$ cat src/rtl/pr_freeze_pkg.sv
// Shared types and constants for the PR region freeze controller.
//   state_t           : freeze sequencing states
//   FREEZE_RDATA_DFLT : read data returned to the host while the region is frozen
//   TIMER_W           : width of the shared handshake/drain timeout counter
package pr_freeze_pkg;

  typedef enum logic [2:0] {
    ST_RUN,
    ST_STOP_REQ,
    ST_DRAIN,
    ST_FROZEN,
    ST_START_REQ
  } state_t;

  localparam logic [63:0] FREEZE_RDATA_DFLT = 64'hDEAD_F0F0_DEAD_F0F0;
  localparam int unsigned TIMER_W           = 17;

endpackage

$ cat src/rtl/pr_handshake_timer.sv
// Loadable down-counter shared by all waiting states of the freeze controller.
//   clk      in  clock
//   reset_n  in  synchronous active-low reset
//   load     in  reload with LOAD_VAL (asserted in the first cycle of a state)
//   expired  out count reached zero and no reload pending
module pr_handshake_timer
  import pr_freeze_pkg::*;
#(
  parameter int unsigned LOAD_VAL = 0
) (
  input  logic clk,
  input  logic reset_n,
  input  logic load,
  output logic expired
);

  logic [TIMER_W-1:0] cnt;

  always_ff @(posedge clk) begin
    if (!reset_n) begin
      cnt <= '0;
    end else if (load) begin
      cnt <= TIMER_W'(LOAD_VAL);
    end else if (cnt != '0) begin
      cnt <= cnt - TIMER_W'(1);
    end
  end

  // Load occupies one cycle, so the owning state lasts LOAD_VAL+2 cycles.
  assign expired = !load && (cnt == '0);

endmodule

$ cat src/rtl/pr_region_freeze_ctrl.sv
// Static-region freeze controller for a partially reconfigurable region.
// Sequences stop -> drain -> freeze -> (reconfigure) -> start and isolates
// the region control bus while frozen so host accesses always complete.
//   clk_clk, reset_reset_n            clock, synchronous active-low reset
//   freeze_req, unfreeze_req, pr_done  PR controller pulses
//   frozen, busy, timeout_err         status (timeout_err sticky until reset)
//   persona_reset_n                   reconfigurable region reset, low while frozen
//   pr_handshake_stop_*/start_*       region stop/start level handshakes
//   s_*                               host-facing Avalon-MM slave
//   m_*                               region-facing Avalon-MM master
module pr_region_freeze_ctrl
  import pr_freeze_pkg::*;
#(
  parameter int unsigned       DATA_W       = 64,
  parameter int unsigned       ADDR_W       = 16,
  parameter int unsigned       MAX_OUTST    = 16,
  parameter int unsigned       TIMEOUT_CYC  = 65535,
  parameter logic [DATA_W-1:0] FREEZE_RDATA = DATA_W'(FREEZE_RDATA_DFLT)
) (
  input  logic                clk_clk,
  input  logic                reset_reset_n,
  input  logic                freeze_req,
  input  logic                unfreeze_req,
  input  logic                pr_done,
  output logic                frozen,
  output logic                busy,
  output logic                timeout_err,
  output logic                persona_reset_n,
  output logic                pr_handshake_stop_req,
  input  logic                pr_handshake_stop_ack,
  output logic                pr_handshake_start_req,
  input  logic                pr_handshake_start_ack,
  output logic                s_waitrequest,
  output logic [DATA_W-1:0]   s_readdata,
  output logic                s_readdatavalid,
  input  logic [ADDR_W-1:0]   s_address,
  input  logic [DATA_W-1:0]   s_writedata,
  input  logic [DATA_W/8-1:0] s_byteenable,
  input  logic                s_read,
  input  logic                s_write,
  input  logic [0:0]          s_burstcount,
  input  logic                m_waitrequest,
  input  logic [DATA_W-1:0]   m_readdata,
  input  logic                m_readdatavalid,
  output logic [ADDR_W-1:0]   m_address,
  output logic [DATA_W-1:0]   m_writedata,
  output logic [DATA_W/8-1:0] m_byteenable,
  output logic                m_read,
  output logic                m_write,
  output logic [0:0]          m_burstcount
);

  localparam int unsigned CNT_W = $clog2(MAX_OUTST + 1);

  state_t           state;
  logic             tmr_load;
  logic             tmr_expired;
  logic             done_flag;
  logic             frz_rvalid;
  logic [CNT_W-1:0] outst;
  logic             outst_full;
  logic             pass;
  logic             fwd;
  logic             rd_inc;
  logic             rd_dec;

  pr_handshake_timer #(
    .LOAD_VAL (TIMEOUT_CYC - 2)
  ) u_timer (
    .clk     (clk_clk),
    .reset_n (reset_reset_n),
    .load    (tmr_load),
    .expired (tmr_expired)
  );

  // Sequencer. tmr_load pulses on every state entry. A request is only raised
  // once the matching ack has been seen low, so a stale ack is never taken.
  always_ff @(posedge clk_clk) begin
    if (!reset_reset_n) begin
      state                  <= ST_RUN;
      tmr_load               <= 1'b0;
      done_flag              <= 1'b0;
      frozen                 <= 1'b0;
      busy                   <= 1'b0;
      timeout_err            <= 1'b0;
      persona_reset_n        <= 1'b1;
      pr_handshake_stop_req  <= 1'b0;
      pr_handshake_start_req <= 1'b0;
    end else begin
      tmr_load <= 1'b0;
      unique case (state)
        ST_RUN: begin
          if (freeze_req) begin
            state                 <= ST_STOP_REQ;
            tmr_load              <= 1'b1;
            busy                  <= 1'b1;
            pr_handshake_stop_req <= !pr_handshake_stop_ack;
          end
        end
        ST_STOP_REQ: begin
          if ((pr_handshake_stop_req && pr_handshake_stop_ack) || tmr_expired) begin
            if (!(pr_handshake_stop_req && pr_handshake_stop_ack))
              timeout_err <= 1'b1;
            state                 <= ST_DRAIN;
            tmr_load              <= 1'b1;
            pr_handshake_stop_req <= 1'b0;
          end else if (!pr_handshake_stop_ack) begin
            pr_handshake_stop_req <= 1'b1;
          end
        end
        ST_DRAIN: begin
          if (outst == '0 || tmr_expired) begin
            if (outst != '0)
              timeout_err <= 1'b1;
            state           <= ST_FROZEN;
            frozen          <= 1'b1;
            busy            <= 1'b0;
            persona_reset_n <= 1'b0;
            done_flag       <= 1'b0;
          end
        end
        ST_FROZEN: begin
          if (pr_done)
            done_flag <= 1'b1;
          if (unfreeze_req && done_flag) begin
            state                  <= ST_START_REQ;
            tmr_load               <= 1'b1;
            frozen                 <= 1'b0;
            busy                   <= 1'b1;
            persona_reset_n        <= 1'b1;
            done_flag              <= 1'b0;
            pr_handshake_start_req <= !pr_handshake_start_ack;
          end
        end
        ST_START_REQ: begin
          if ((pr_handshake_start_req && pr_handshake_start_ack) || tmr_expired) begin
            if (!(pr_handshake_start_req && pr_handshake_start_ack))
              timeout_err <= 1'b1;
            state                  <= ST_RUN;
            busy                   <= 1'b0;
            pr_handshake_start_req <= 1'b0;
          end else if (!pr_handshake_start_ack) begin
            pr_handshake_start_req <= 1'b1;
          end
        end
        default: state <= ST_RUN;
      endcase
    end
  end

  assign pass       = (state == ST_RUN);
  // Responses to reads issued before the freeze still reach the host while
  // stopping/draining; anything arriving later is dropped.
  assign fwd        = (state == ST_RUN) || (state == ST_STOP_REQ) || (state == ST_DRAIN);
  assign outst_full = (outst == CNT_W'(MAX_OUTST));

  assign m_address    = s_address;
  assign m_writedata  = s_writedata;
  assign m_byteenable = s_byteenable;
  assign m_burstcount = s_burstcount;
  assign m_read       = pass && s_read && !outst_full;
  assign m_write      = pass && s_write;

  always_comb begin
    s_waitrequest = 1'b1;
    unique case (state)
      ST_RUN:    s_waitrequest = m_waitrequest || (s_read && outst_full);
      ST_FROZEN: s_waitrequest = 1'b0;
      default:   s_waitrequest = 1'b1;
    endcase
  end

  assign s_readdatavalid = frz_rvalid || (fwd && m_readdatavalid);
  assign s_readdata      = frz_rvalid ? FREEZE_RDATA : m_readdata;

  always_ff @(posedge clk_clk) begin
    if (!reset_reset_n)
      frz_rvalid <= 1'b0;
    else
      frz_rvalid <= (state == ST_FROZEN) && s_read;
  end

  // Decrement is guarded so a late response after a forced drain cannot wrap.
  assign rd_inc = m_read && !m_waitrequest;
  assign rd_dec = m_readdatavalid && (outst != '0);

  always_ff @(posedge clk_clk) begin
    if (!reset_reset_n) begin
      outst <= '0;
    end else if (state == ST_DRAIN && tmr_expired) begin
      outst <= '0;
    end else if (rd_inc && !rd_dec) begin
      outst <= outst + CNT_W'(1);
    end else if (!rd_inc && rd_dec) begin
      outst <= outst - CNT_W'(1);
    end
  end

endmodule

$ cat config.mk
export PLATFORM = sky130hd
export DESIGN_NAME = pr_region_freeze_ctrl
export DESIGN_NICKNAME = d
export VERILOG_FILES = /design/src/rtl/pr_freeze_pkg.sv /design/src/rtl/pr_handshake_timer.sv /design/src/rtl/pr_region_freeze_ctrl.sv
export SDC_FILE = /design/constraint.sdc
export NUM_CORES = 1
export LEC_CHECK = 0
export BUFFER_PORTS_ARGS = -buffer_cell sky130_fd_sc_hd__buf_2
export CAP_MARGIN = 10
export CORE_AREA = 3 3 125 127
export DETAILED_ROUTE_END_ITERATION = 16
export DIE_AREA = 0 0 128 130
export GPL_ROUTABILITY_DRIVEN = 0
export PLACE_DENSITY = 0.54
export SLEW_MARGIN = 20
export SYNTH_ARGS = -nofsm -noshare
export SYNTH_HDL_FRONTEND = slang
export SYNTH_SLANG_ARGS = --single-unit
export TNS_END_PERCENT = 50
$ cat constraint.sdc
create_clock -name clk_clk -period 2.3 [get_ports clk_clk]
set_input_delay 0.345 -clock clk_clk [delete_from_list [all_inputs] [get_ports clk_clk]]
set_output_delay 0.345 -clock clk_clk [all_outputs]
set_load 0.05 [all_outputs]
# After elaboration in Yosys (flattened, before gate mapping)
# Cells that the tools add are included.
[totals]
reg_bits = 34
input_bits = 164
wordCells = 126
[classes]
n_addsub = 3
eq_ne = 16
mux = 43
bitwise = 1
reduce_logical = 50
[ops]
columns = ["operator", "count"]
rows = [
  ["64-bit 2-to-1 mux", 1],
  ["16-bit 2-to-1 mux", 2],
  ["1-bit 2-to-1 mux", 23],
  ["17-bit zero test", 1],
  ["17-bit nonzero test", 1],
  ["17-bit by 1-bit subtractor with 17-bit output, second input constant", 1],
  ["2-bit inequality test, second input constant", 8],
  ["1-bit logical AND", 15],
  ["3-bit 2-to-1 mux", 5],
  ["3-bit case mux with 5 select lines", 1],
  ["1-bit case mux with 2 select lines", 6],
  ["3-bit AND reduction", 4],
  ["5-bit 2-to-1 mux", 2],
  ["5-bit AND reduction", 2],
  ["2-bit nonzero test", 5],
  ["3-bit inequality test, second input constant", 3],
  ["1-bit zero test", 7],
  ["1-bit logical OR", 7],
  ["7-bit AND reduction", 1],
  ["3-bit by 2-bit == test with 1-bit output, second input constant", 2],
  ["1-bit case mux with 3 select lines", 2],
  ["5-bit by 1-bit adder with 5-bit output, second input constant", 1],
  ["5-bit == test, second input constant", 1],
  ["5-bit zero test", 1],
  ["other kinds (10)", 11],
]

# Logic depth before layout (Yosys ltp)
# Gate-level depths: netlist (run 1).
[depth]
word_depth = 8
depth_mapped = 13
depth_no_buf = 13

# Modules after synthesis
# From an unflattened synthesis (run 1), not the netlist that was laid out.
[unflattened]
cells_unflattened = 391
area_unflattened_um2 = 2994.1
[modules_own_cells]
columns = ["module", "instances", "cells_each", "area_per_inst_um2", "seq_area_each_um2"]
rows = [
  ["pr_region_freeze_ctrl", 1, 289, 2113.3, 340.3],
  ["pr_handshake_timer", 1, 102, 880.8, 340.3],
]

# Worst setup path before layout (run 1)
# No wires, ideal clock.
[synth_path]
path_kind = "register to register"
start = "reg state[1]"
end = "reg outst[4]"
arrival_time_ps = 3581
required_ps = 2230
slack_ps = -1351
path_stages_with_launch = 13
period_less_slack_ps = 3651
cell_sequence = "dfxtp_1 > clkbuf_1 > or2_2 > nor3_1 > nor2b_1 > ha_1 > inv_1 > ha_1 > nor2b_1 > o21ai_0 > a2111oi_0 > a31oi_1 > a21oi_1"
[synth_via]
elab_chain_cells = 7
word_cells_on_any_way = 12
classes_between = "eq/ne: 1; mux: 1; reduce/logical: 10"
[synth_rtl]
columns = ["item", "line_no", "text"]
rows = [
  ["start, declared", "pr_region_freeze_ctrl.sv:55", "state_t state;"],
  ["start signal, assigned", "pr_region_freeze_ctrl.sv:80", "state <= ST_RUN;"],
  ["start signal, assigned", "pr_region_freeze_ctrl.sv:94", "state <= ST_STOP_REQ;"],
  ["start signal, assigned", "pr_region_freeze_ctrl.sv:104", "state <= ST_DRAIN;"],
  ["3-bit zero test *", "pr_region_freeze_ctrl.sv:151", "assign pass = (state == ST_RUN);"],
  ["1-bit logical AND * (2 in a row)", "pr_region_freeze_ctrl.sv:161", "assign m_read = pass && s_read && !outst_full;"],
  ["via m_read", "pr_region_freeze_ctrl.sv:48", "output logic m_read,"],
  ["1-bit logical AND *", "pr_region_freeze_ctrl.sv:184", "assign rd_inc = m_read && !m_waitrequest;"],
  ["1-bit zero test", "pr_region_freeze_ctrl.sv:194", "end else if (!rd_inc && rd_dec) begin"],
  ["1-bit logical AND", "pr_region_freeze_ctrl.sv:194", ""],
  ["2-bit nonzero test (no line)", "-", ""],
  ["end signal, assigned", "pr_region_freeze_ctrl.sv:193", "outst <= outst + CNT_W'(1);"],
  ["end signal, assigned", "pr_region_freeze_ctrl.sv:195", "outst <= outst - CNT_W'(1);"],
  ["end, declared", "pr_region_freeze_ctrl.sv:60", "logic [CNT_W-1:0] outst;"],
]
# The timed path passes the listed nets; every way through them passes the cells marked *.
# A chain may end at the register's enable or synchronous reset.

# Worst setup path in the final report (run 1)
[layout_path]
start = "reg outst[3]"
end = "reg outst[4]"
[layout_via]
elab_chain_cells = 7
word_cells_on_any_way = 15
classes_between = "add/sub: 2; eq/ne: 1; mux: 2; reduce/logical: 10"
[layout_rtl]
columns = ["item"]
rows = [
  ["branches (longest 7 deep; another with 5-bit by 1-bit subtractor with 5-bit output)"],
]
# Parallel ways; which one is timed is not known. The select of a mux whose other input is x is not followed.

==> flow_metrics.env, run 1 <==
export IMPL_clk_latency_ps=280
export IMPL_n_fill_cell=1596
export IMPL_top_layer="met5"
export IMPL_n_antenna_cell=0
export IMPL_p_leak_nw=1.774
export IMPL_slew_headroom=0.6822
export IMPL_num_vias=2816
export IMPL_tightest_slew_ps=473.2
export IMPL_whs_path_depth=3
export IMPL_synthAdderAreaFrac=0.03500
export IMPL_synthCells=390
export IMPL_finalClockSkew_ps=2.700
export IMPL_dr_wl_met3_mm=4.492
export IMPL_die_h_um=130
export IMPL_final_nets=632
export IMPL_ant_nets=0
export IMPL_coreArea_um2=14530
export IMPL_met2WireLength_mm=5.003
export IMPL_hold_class="input pin to register"
export IMPL_wl_per_cell_um=21.49
export IMPL_status="finished, violations left"
export IMPL_root_buffer="clkbuf_16"
export IMPL_synth_top_family_by_area="simple AND/OR/NAND/NOR gates"
export IMPL_drive_gt1_frac=0.5293
export IMPL_hold_viol=0
export IMPL_fin_tns_setup_ps=-98.90
export IMPL_power_switching_mw=1.154
export IMPL_wl_mm=13.86
export IMPL_regArea_um2=686.9
export IMPL_total_power_mw=2.858
export IMPL_syn_avg_cell_area_um2=7.883
export IMPL_synth_compound_area_frac=0.1290
export IMPL_globalRouteTotalUtil=0.1486
export IMPL_maxCapViolations=0
export IMPL_syn_to_final_growth_pct=21.25
export IMPL_cp_slowest_stage_delay_ps=430
export IMPL_drtIter0Drc=161
export IMPL_start_util=0.2115
export IMPL_rr_startpoint="outst[3]"
export IMPL_grt_pass1_wl_mm=17.41
export IMPL_fp_row_count=44
export IMPL_synth_top_area_cell="dfxtp_1"
export IMPL_die_w_um=128
export IMPL_r2r_end="outst[4]"
export IMPL_p_sw_frac=0.4037
export IMPL_rsz0062_at_grt="yes"
export IMPL_yosysMostFrequentCell="buf_4"
export IMPL_p_comb_frac=0.488
export IMPL_syn_area_um2=3074
export IMPL_grt_remaining_overflow=0
export IMPL_cts_tree="built"
export IMPL_ys_seq_elements=34
export IMPL_ys_flop_type="dfxtp_1"
export IMPL_p_int_mw=1.704
export IMPL_clock_sinks=34
export IMPL_synth_edf_count=0
export IMPL_vdd_drop_max_uv=303.9
export IMPL_reg2reg_depth=11
export IMPL_rrSetupSlack_ps=-100
export IMPL_io_buffers=148
export IMPL_violations="negative setup slack"
export IMPL_syn_nets=562
export IMPL_wl_met1_mm=3.870
export IMPL_fmax_mhz=416.9
export IMPL_path_max_fanout=5
export IMPL_ctsHtreeMaxLevel=2
export IMPL_synth_xor_area_frac=0.04274
export IMPL_arrival_ps=2620
export IMPL_synth_top_area_share=0.2214
export IMPL_synthMuxAreaShare=0.009768
export IMPL_slew_violations=0
export IMPL_crit_chain="buf_4 -> or4_4 -> o21ai_4 -> ha_4 -> inv_4 -> ha_4 -> nor2b_4 -> o21ai_4 -> a2111oi_2 -> a31oi_1 -> a21oi_1"
export IMPL_grt_start_max_net_pins=25
export IMPL_hold_end="frz_rvalid"
export IMPL_dp_hpwl_mm=12.21
export IMPL_crit_type="register to register"
export IMPL_yosysWarningCount=0
export IMPL_hp_start="s_read"
export IMPL_die_area_um2=16640
export IMPL_drc_errors=0
export IMPL_multiInputGateArea_um2=1729
export IMPL_vias_per_cell=4.366
export IMPL_cts_buffers=5
export IMPL_max_clock_path_buffers=2
export IMPL_required_ps=2520
export IMPL_min_period_over_period=1.043
export IMPL_placed_area_um2=3513
export IMPL_post_route_cell_area_um2=3727
export IMPL_antenna_found_initial=1
export IMPL_setup_violations=1
export IMPL_p_per_area_nw_per_um2=766.6
export IMPL_yosysSeqAreaShare=0.2214
export IMPL_p_clk_frac=0.230
export IMPL_synth_simple_area_share=0.3114
export IMPL_end_kind="register"
export IMPL_seq_power_share=0.282
export IMPL_crit_path_start_kind="register"
export IMPL_first_global_vias=2456
export IMPL_worst_slack_ps=-98.90
export IMPL_cp_slowest_cell="or4_4"
export IMPL_yosys_top_cells_area="dfxtp_1 (22%), buf_4 (22%), or2_2 (7.9%), nor2b_1 (7.5%), o21a_1 (3.7%)"
export IMPL_synth_common_cells="buf_4 (89), or2_2 (39), nor2b_1 (37), dfxtp_1 (34), nand2_1 (23)"
export IMPL_firstDrtPassIters=4
export IMPL_num_io_pins=327
export IMPL_yosysUniqueCellTypes=53
export IMPL_synthArstFlopShare=0
export IMPL_path_clk_slew_ps=50
export IMPL_final_min_clock_period_ps=2399
## final cells by class
| type | instances | area share |
|---|---|---|
| multi-input combinational | 240 | 0.4639 |
| timing repair buffer | 169 | 0.2410 |
| sequential | 34 | 0.1843 |
| tap | 184 | 0.06177 |
| clock buffer | 6 | 0.03458 |
| inverter | 10 | 0.01074 |
| clock inverter | 2 | 0.003693 |
## worst max path at each step
stage,cells after the start,start,endpoint
after floorplan,12,state[1],outst[4]
after global placement,12,outst[0],outst[4]
after detailed placement,12,outst[0],outst[4]
after CTS,12,outst[0],outst[4]
after global routing,12,outst[3],outst[4]
final,11,outst[3],outst[4]
## logic make-up (layout without fill, tap and decap cells)
group                    after synthesis  after routing
XOR/XNOR                              15             15
flip-flops                            34             34
AND/OR/NAND/NOR                      157            157
buffers and inverters                116            187
AO/OA/AOI/OAI                         57             57
multiplexers                           3              3
adder cells (fa/ha/maj)                8              8
## cells in the final DEF (no fill, tap or decap), types with 3 or more instances in the layout
cell	n
nand2b_1	4
a31oi_1	3
mux2i_1	3
inv_1	9
buf_4	21
buf_2	148
dfxtp_1	29
ha_1	5
nor4_1	6
nor2b_1	35
o21a_1	15
nor3_1	4
a21oi_1	10
or2_2	38
clkbuf_16	5
nand3_1	5
dfxtp_2	5
nand3b_1	4
o21ai_0	6
xor2_1	7
nand2_1	22
xnor2_1	8
nor2_1	13
## worst max-delay path, delay by kind of cell (launching register included)
kind            cells  cell delay (ps)
buf+inv             2              180
flops               1              330
simple gates        2              580
fa+ha+maj           2              440
compound gates      5              800
## per-stage QoR
stage	utilization	hold WS (ps)	worst slack [ps]	std cells
after floorplan	-	458.8	-328.2	390
after global placement	0.2417	432.4	-173.7	636
after detailed placement	0.2417	455.3	-220.6	636
after CTS	0.2523	297.5	-80.01	644
after global routing	0.2565	332.6	-222.4	645
final	0.2565	308.4	-98.90	645
## registers in the layout, indices dropped and copies added, names as in the netlist
name,count
pr_handshake_stop_req,1
u_timer.cnt,17
persona_reset_n,1
frz_rvalid,1
busy,1
state,3
tmr_load,1
outst,5
pr_handshake_start_req,1
done_flag,1
timeout_err,1
frozen,1
## metal layers
metal	global-route usage	vias to the layer above
li1	-	1349
met1	0.1286	1241
met2	0.1701	176
met3	0.2345	48
met4	0.05618	2
met5	0	-
## power groups by stage
stage / Combinational (mW) / Clock, mW / Sequential, mW
after global placement: 1.30 / 0 / 0.795
after floorplan: 1.34 / 0 / 0.808
final: 1.39 / 0.657 / 0.805
after global routing: 1.52 / 0.707 / 0.818
after CTS: 1.33 / 0.676 / 0.793
after detailed placement: 1.31 / 0 / 0.801
## timing repair
action                                  CTS  global route
endpoints found under the hold margin     0             0
endpoints found under the setup margin    3             3
setup buffers                             0             1
pin swaps                                 1            10
gates resized for setup                   4            11
hold buffers                              0             0
(Power assumes the default switching activity.)
==> inputs of run 2 (changes only) <==
--- a/config.mk
+++ b/config.mk
@@ -7,11 +7,12 @@
 export LEC_CHECK = 0
 export BUFFER_PORTS_ARGS = -buffer_cell sky130_fd_sc_hd__buf_2
 export CAP_MARGIN = 10
-export CORE_AREA = 3 3 125 127
+export CORE_AREA = 3 3 127 129
+export CTS_BUF_LIST = sky130_fd_sc_hd__clkbuf_4
 export DETAILED_ROUTE_END_ITERATION = 16
-export DIE_AREA = 0 0 128 130
+export DIE_AREA = 0 0 130 132
 export GPL_ROUTABILITY_DRIVEN = 0
-export PLACE_DENSITY = 0.54
+export PLACE_DENSITY = 0.52
 export SLEW_MARGIN = 20
 export SYNTH_ARGS = -nofsm -noshare
 export SYNTH_HDL_FRONTEND = slang
==> flow_metrics.env, run 2 (synthesis results as in run 1) <==
export IMPL_whs_path_depth=3
export IMPL_power_switching_mw=1.141
export IMPL_num_vias=2823
export IMPL_die_w_um=130
export IMPL_p_sw_frac=0.4392
export IMPL_hold_end="frz_rvalid"
export IMPL_final_common_cell="buf_2"
export IMPL_top_layer="met4"
export IMPL_largest_register="u_timer.cnt"
export IMPL_worst_slack_ps=-122.5
export IMPL_path_clk_slew_ps=120
export IMPL_fin_tns_setup_ps=-122.5
export IMPL_n_antenna_cell=0
export IMPL_cts_buffers=5
export IMPL_detailedPlace_worstSlack_ps=-260.6
export IMPL_p_clk_frac=0.130
export IMPL_path_max_fanout=5
export IMPL_clk_latency_ps=340
export IMPL_reg2reg_depth=10
export IMPL_min_period_over_period=1.053
export IMPL_wl_per_cell_um=21.81
export IMPL_io_buffers=148
export IMPL_clock_sinks=34
export IMPL_dr_wl_met3_mm=4.436
export IMPL_firstDrtPassIters=4
export IMPL_crit_type="register to register"
export IMPL_p_comb_frac=0.562
export IMPL_vdd_drop_max_uv=244.7
export IMPL_setup_violations=1
export IMPL_largest_register_ffs=17
export IMPL_rsz0062_at_grt="yes"
export IMPL_antenna_found_initial=1
export IMPL_r2r_end="outst[4]"
export IMPL_first_global_vias=2804
export IMPL_p_int_mw=1.456
export IMPL_die_h_um=132
export IMPL_hold_class="input pin to register"
export IMPL_cts_tree="built"
export IMPL_met2WireLength_mm=4.929
export IMPL_required_ps=2570
export IMPL_total_power_mw=2.597
export IMPL_vias_per_cell=4.343
export IMPL_hp_start="s_read"
export IMPL_fmax_mhz=412.8
export IMPL_dp_hpwl_mm=12.54
export IMPL_end_kind="register"
export IMPL_root_buffer="clkbuf_4"
export IMPL_ant_nets=0
export IMPL_n_fill_cell=1659
export IMPL_final_min_clock_period_ps=2422
export IMPL_wl_mm=14.18
export IMPL_hold_buffers=0
export IMPL_start_util=0.2030
export IMPL_slew_headroom=0.6735
export IMPL_fp_row_count=45
export IMPL_drc_errors=0
export IMPL_die_area_um2=17160
export IMPL_ctsHtreeMaxLevel=2
export IMPL_maxCapViolations=0
export IMPL_violations="negative setup slack"
export IMPL_rr_startpoint="outst[0]"
export IMPL_num_io_pins=327
export IMPL_rrSetupSlack_ps=-120
export IMPL_status="finished, violations left"
export IMPL_hold_viol=0
export IMPL_grt_pass1_wl_mm=19.18
export IMPL_grt_start_max_net_pins=60
export IMPL_p_per_area_nw_per_um2=709.1
export IMPL_globalRouteTotalUtil=0.1540
export IMPL_p_leak_nw=1.741
export IMPL_final_nets=633
export IMPL_slew_violations=0
export IMPL_seq_power_share=0.308
export IMPL_finalClockSkew_ps=11.75
export IMPL_arrival_ps=2700
export IMPL_final_cell_mix="buf_2 (148), or2_2 (38), nor2b_1 (35)"
export IMPL_max_clock_path_buffers=2
export IMPL_crit_path_start_kind="register"
export IMPL_finalCoreUtilization=0.2418
export IMPL_syn_to_final_growth_pct=19.13
export IMPL_coreArea_um2=15150
export IMPL_tightest_slew_ps=486.1
export IMPL_drive_gt1_frac=0.5325
export IMPL_grt_remaining_overflow=0
export IMPL_wl_met1_mm=4.535
export IMPL_drtIter0Drc=149
export IMPL_largest_registers="u_timer.cnt x17, outst x5, state x3"
[run 2: area by class of cell]
cell class,count,area [um^2],share of cell area
clock buffer,6,45.04,0.01230
clock inverter,2,8.758,0.002392
inverter,10,40.04,0.01093
multi-input combinational,240,1738,0.4745
sequential,34,689.4,0.1882
tap,188,235.2,0.06423
timing repair buffer,170,905.9,0.2474
[run 2: worst max-delay path by stage]
stage / start / slack, ps / cells after the start / to
final: outst[0] / -120 / 10 / outst[4]
after global routing: outst[3] / -260 / 12 / outst[4]
after CTS: outst[0] / -80 / 10 / outst[4]
after detailed placement: outst[0] / -260 / 12 / outst[4]
after global placement: outst[0] / -190 / 12 / outst[4]
after floorplan: state[1] / -330 / 12 / outst[4]
[run 2: critical path: stages (launching register included)]
cell and delay, ps:
dfxtp_2 360, or4_4 540, o21ai_2 190, ha_4 180, inv_4 50, ha_4 260, nor2b_4 150, o21ai_4 80
a2111oi_4 300, a31oi_1 90, a21oi_1 150
[run 2: routing by layer]
layer,global-route usage,up-vias
li1,-,1352
met1,0.1457,1292
met2,0.1877,146
met3,0.2269,33
met4,0.03176,0
met5,0,-
[run 2: power groups by stage]
stage / Combinational [mW] / Sequential, mW / Clock (mW)
3_3_place_gp: 1.31 / 0.796 / 0
3_5_place_dp: 1.34 / 0.800 / 0
2_1_floorplan: 1.34 / 0.808 / 0
5_1_grt: 1.59 / 0.815 / 0.375
6_report: 1.46 / 0.800 / 0.337
4_1_cts: 1.43 / 0.792 / 0.347
[run 2: metrics by stage]
step                      hold slack [ps]  cells  area [um^2]
final                               267.2    650         3662
after global routing                259.2    650         3662
after detailed placement            439.7    640         3518
after global placement              434.3    640         3518
after CTS                           245.7    650         3631
after floorplan                     458.8    390         3134
[run 2: timing repair]
| action | in CTS | in global routing |
|---|---|---|
| buffers inserted | 2 | 0 |
| pin swaps | 5 | 1 |
| gates resized for setup | 10 | 7 |
| hold endpoints to repair | 0 | 0 |
| setup endpoints to repair | 3 | 7 |
==> inputs of run 3 (changes only) <==
--- a/config.mk
+++ b/config.mk
@@ -13,6 +13,7 @@
 export DIE_AREA = 0 0 130 132
 export GPL_ROUTABILITY_DRIVEN = 0
 export PLACE_DENSITY = 0.52
+export SKIP_LAST_GASP = 1
 export SLEW_MARGIN = 20
 export SYNTH_ARGS = -nofsm -noshare
 export SYNTH_HDL_FRONTEND = slang
==> flow_metrics.env, run 3 (synthesis results as in run 1) <==
export IMPL_rrSetupSlack_ps=-110
export IMPL_p_per_area_nw_per_um2=712.0
export IMPL_status="finished, violations left"
export IMPL_detailedPlace_worstSlack_ps=-260.6
export IMPL_crit_chain="or4_4 -> o21ai_2 -> ha_4 -> inv_4 -> ha_4 -> nor2b_4 -> o21ai_4 -> a2111oi_4 -> a31oi_1 -> a21oi_1"
export IMPL_reg2reg_depth=10
export IMPL_fmax_mhz=415.5
export IMPL_r2r_end="outst[4]"
export IMPL_io_buffers=148
export IMPL_ant_nets=0
export IMPL_rr_startpoint="outst[0]"
export IMPL_cp_slowest_stage_delay_ps=540
export IMPL_arrival_ps=2690
export IMPL_grt_pass1_wl_mm=19.15
export IMPL_final_nets=634
export IMPL_setup_violations=1
export IMPL_largest_register_ffs=17
export IMPL_maxCapViolations=0
export IMPL_path_clk_slew_ps=120
export IMPL_globalRouteTotalUtil=0.1538
export IMPL_crit_path_start_kind="register"
export IMPL_hold_viol=0
export IMPL_clk_latency_ps=340
export IMPL_vias_per_cell=4.317
export IMPL_finalCoreUtilization=0.2435
export IMPL_crit_top_cell="ha_4"
export IMPL_dp_hpwl_mm=12.54
export IMPL_start_util=0.2030
export IMPL_hold_class="input pin to register"
export IMPL_vdd_drop_max_uv=249.9
export IMPL_drtIter0Drc=104
export IMPL_critical_path_top_delay_family="compound AO/OA/AOI/OAI gates"
export IMPL_grt_remaining_overflow=0
export IMPL_ctsHtreeMaxLevel=2
export IMPL_p_leak_nw=1.744
export IMPL_die_h_um=132
export IMPL_path_max_fanout=5
export IMPL_num_io_pins=327
export IMPL_crit_path_end="outst[4]"
export IMPL_fp_row_count=45
export IMPL_die_area_um2=17160
export IMPL_firstDrtPassIters=4
export IMPL_max_clock_path_buffers=2
export IMPL_holdWs_ps=264.4
export IMPL_syn_to_final_growth_pct=19.98
export IMPL_hold_buffers=0
export IMPL_final_common_cell="buf_2"
export IMPL_violations="negative setup slack"
export IMPL_fin_tns_setup_ps=-106.9
export IMPL_end_kind="register"
export IMPL_total_power_mw=2.626
export IMPL_slew_headroom=0.4370
export IMPL_num_vias=2815
export IMPL_root_buffer="clkbuf_4"
export IMPL_rsz0062_at_grt="yes"
export IMPL_grt_start_max_net_pins=60
export IMPL_required_ps=2580
export IMPL_wl_mm=14.18
export IMPL_antenna_found_initial=1
export IMPL_clock_sinks=34
export IMPL_finalClockSkew_ps=11.64
export IMPL_coreArea_um2=15150
export IMPL_final_min_clock_period_ps=2407
export IMPL_cts_tree="built"
export IMPL_startpoint="outst[0]"
export IMPL_cp_slowest_cell="or4_4"
export IMPL_largest_registers="u_timer.cnt x17, outst x5, state x3"
export IMPL_path_buf_inv=1
export IMPL_min_period_over_period=1.046
export IMPL_first_global_vias=2805
export IMPL_drive_gt1_frac=0.5356
export IMPL_wl_per_cell_um=21.75
export IMPL_cts_buffers=5
export IMPL_drc_errors=0
export IMPL_cp_num_cells=10
export IMPL_worst_slack_ps=-106.9
export IMPL_tightest_slew_ps=844.6
export IMPL_slew_violations=0
export IMPL_crit_type="register to register"
export IMPL_final_cell_mix="buf_2 (148), or2_2 (38), nor2b_1 (35)"
export IMPL_die_w_um=130
export IMPL_largest_register="u_timer.cnt"
run 3: changes by cell type in the layout (fill, tap and decap cells not counted):
cell     previous run  this run
a21oi_1             9        10
a21oi_2             2         1
buf_4              22        23
diode_2             0         1
ha_1                5         3
ha_4                2         4
nor2b_2             0         1
nor2b_4             2         1
run 3: report_power, final:
group	switching [mW]	internal (mW)	total [mW]
Sequential	0.114	0.688	0.802
Combinational	0.820	0.669	1.49
Clock	0.208	0.127	0.335
run 3: what timing repair did:
| action | in CTS | in global routing |
|---|---|---|
| buffers inserted | 2 | 1 |
| resized for setup | 8 | 9 |
| pin swaps | 4 | 0 |
| endpoints found under the setup margin | 3 | 7 |
run 3: cell type report:
class	instances	area (um^2)
Tap cell	188	235.2
Inverter	10	40.04
Antenna cell	1	2.502
Timing Repair Buffer	171	913.4
Multi-Input combinational cell	240	1754
Sequential cell	34	689.4
Clock buffer	6	45.04
Fill cell	1651	11460
Clock inverter	2	8.758
run 3: how the worst min path moves through the flow:
stage,start,end,slack [ps],cells past startpoint
3_3_place_gp,persona_reset_n,persona_reset_n,430,1
5_1_grt,s_read,frz_rvalid,240,3
2_1_floorplan,s_read,frz_rvalid,460,2
4_1_cts,s_read,frz_rvalid,240,3
3_5_place_dp,frozen,frozen,440,2
6_report,s_read,frz_rvalid,260,3
run 3: metrics by stage:
step	std cells	instance area, um^2
after floorplan	390	3134
after global placement	640	3518
after detailed placement	640	3518
after CTS	650	3625
after global routing	651	3686
final	652	3689
run 3: routing by layer:
metal | wire (um) | track usage | vias up | part of all wire
met5 | 0 | 0 | - | 0
met2 | 4893 | 0.1868 | 146 | 0.35
met3 | 4443 | 0.2269 | 34 | 0.31
met4 | 291 | 0.03291 | 0 | 0.021
li1 | - | - | 1356 | -
met1 | 4550 | 0.1455 | 1279 | 0.32
run 3: worst register-to-register path, cell delays in order (launching register included):
cell	delay, ps
dfxtp_2	350
or4_4	540
o21ai_2	210
ha_4	190
inv_4	70
ha_4	270
nor2b_4	150
o21ai_4	80
a2111oi_4	290
a31oi_1	90
a21oi_1	130
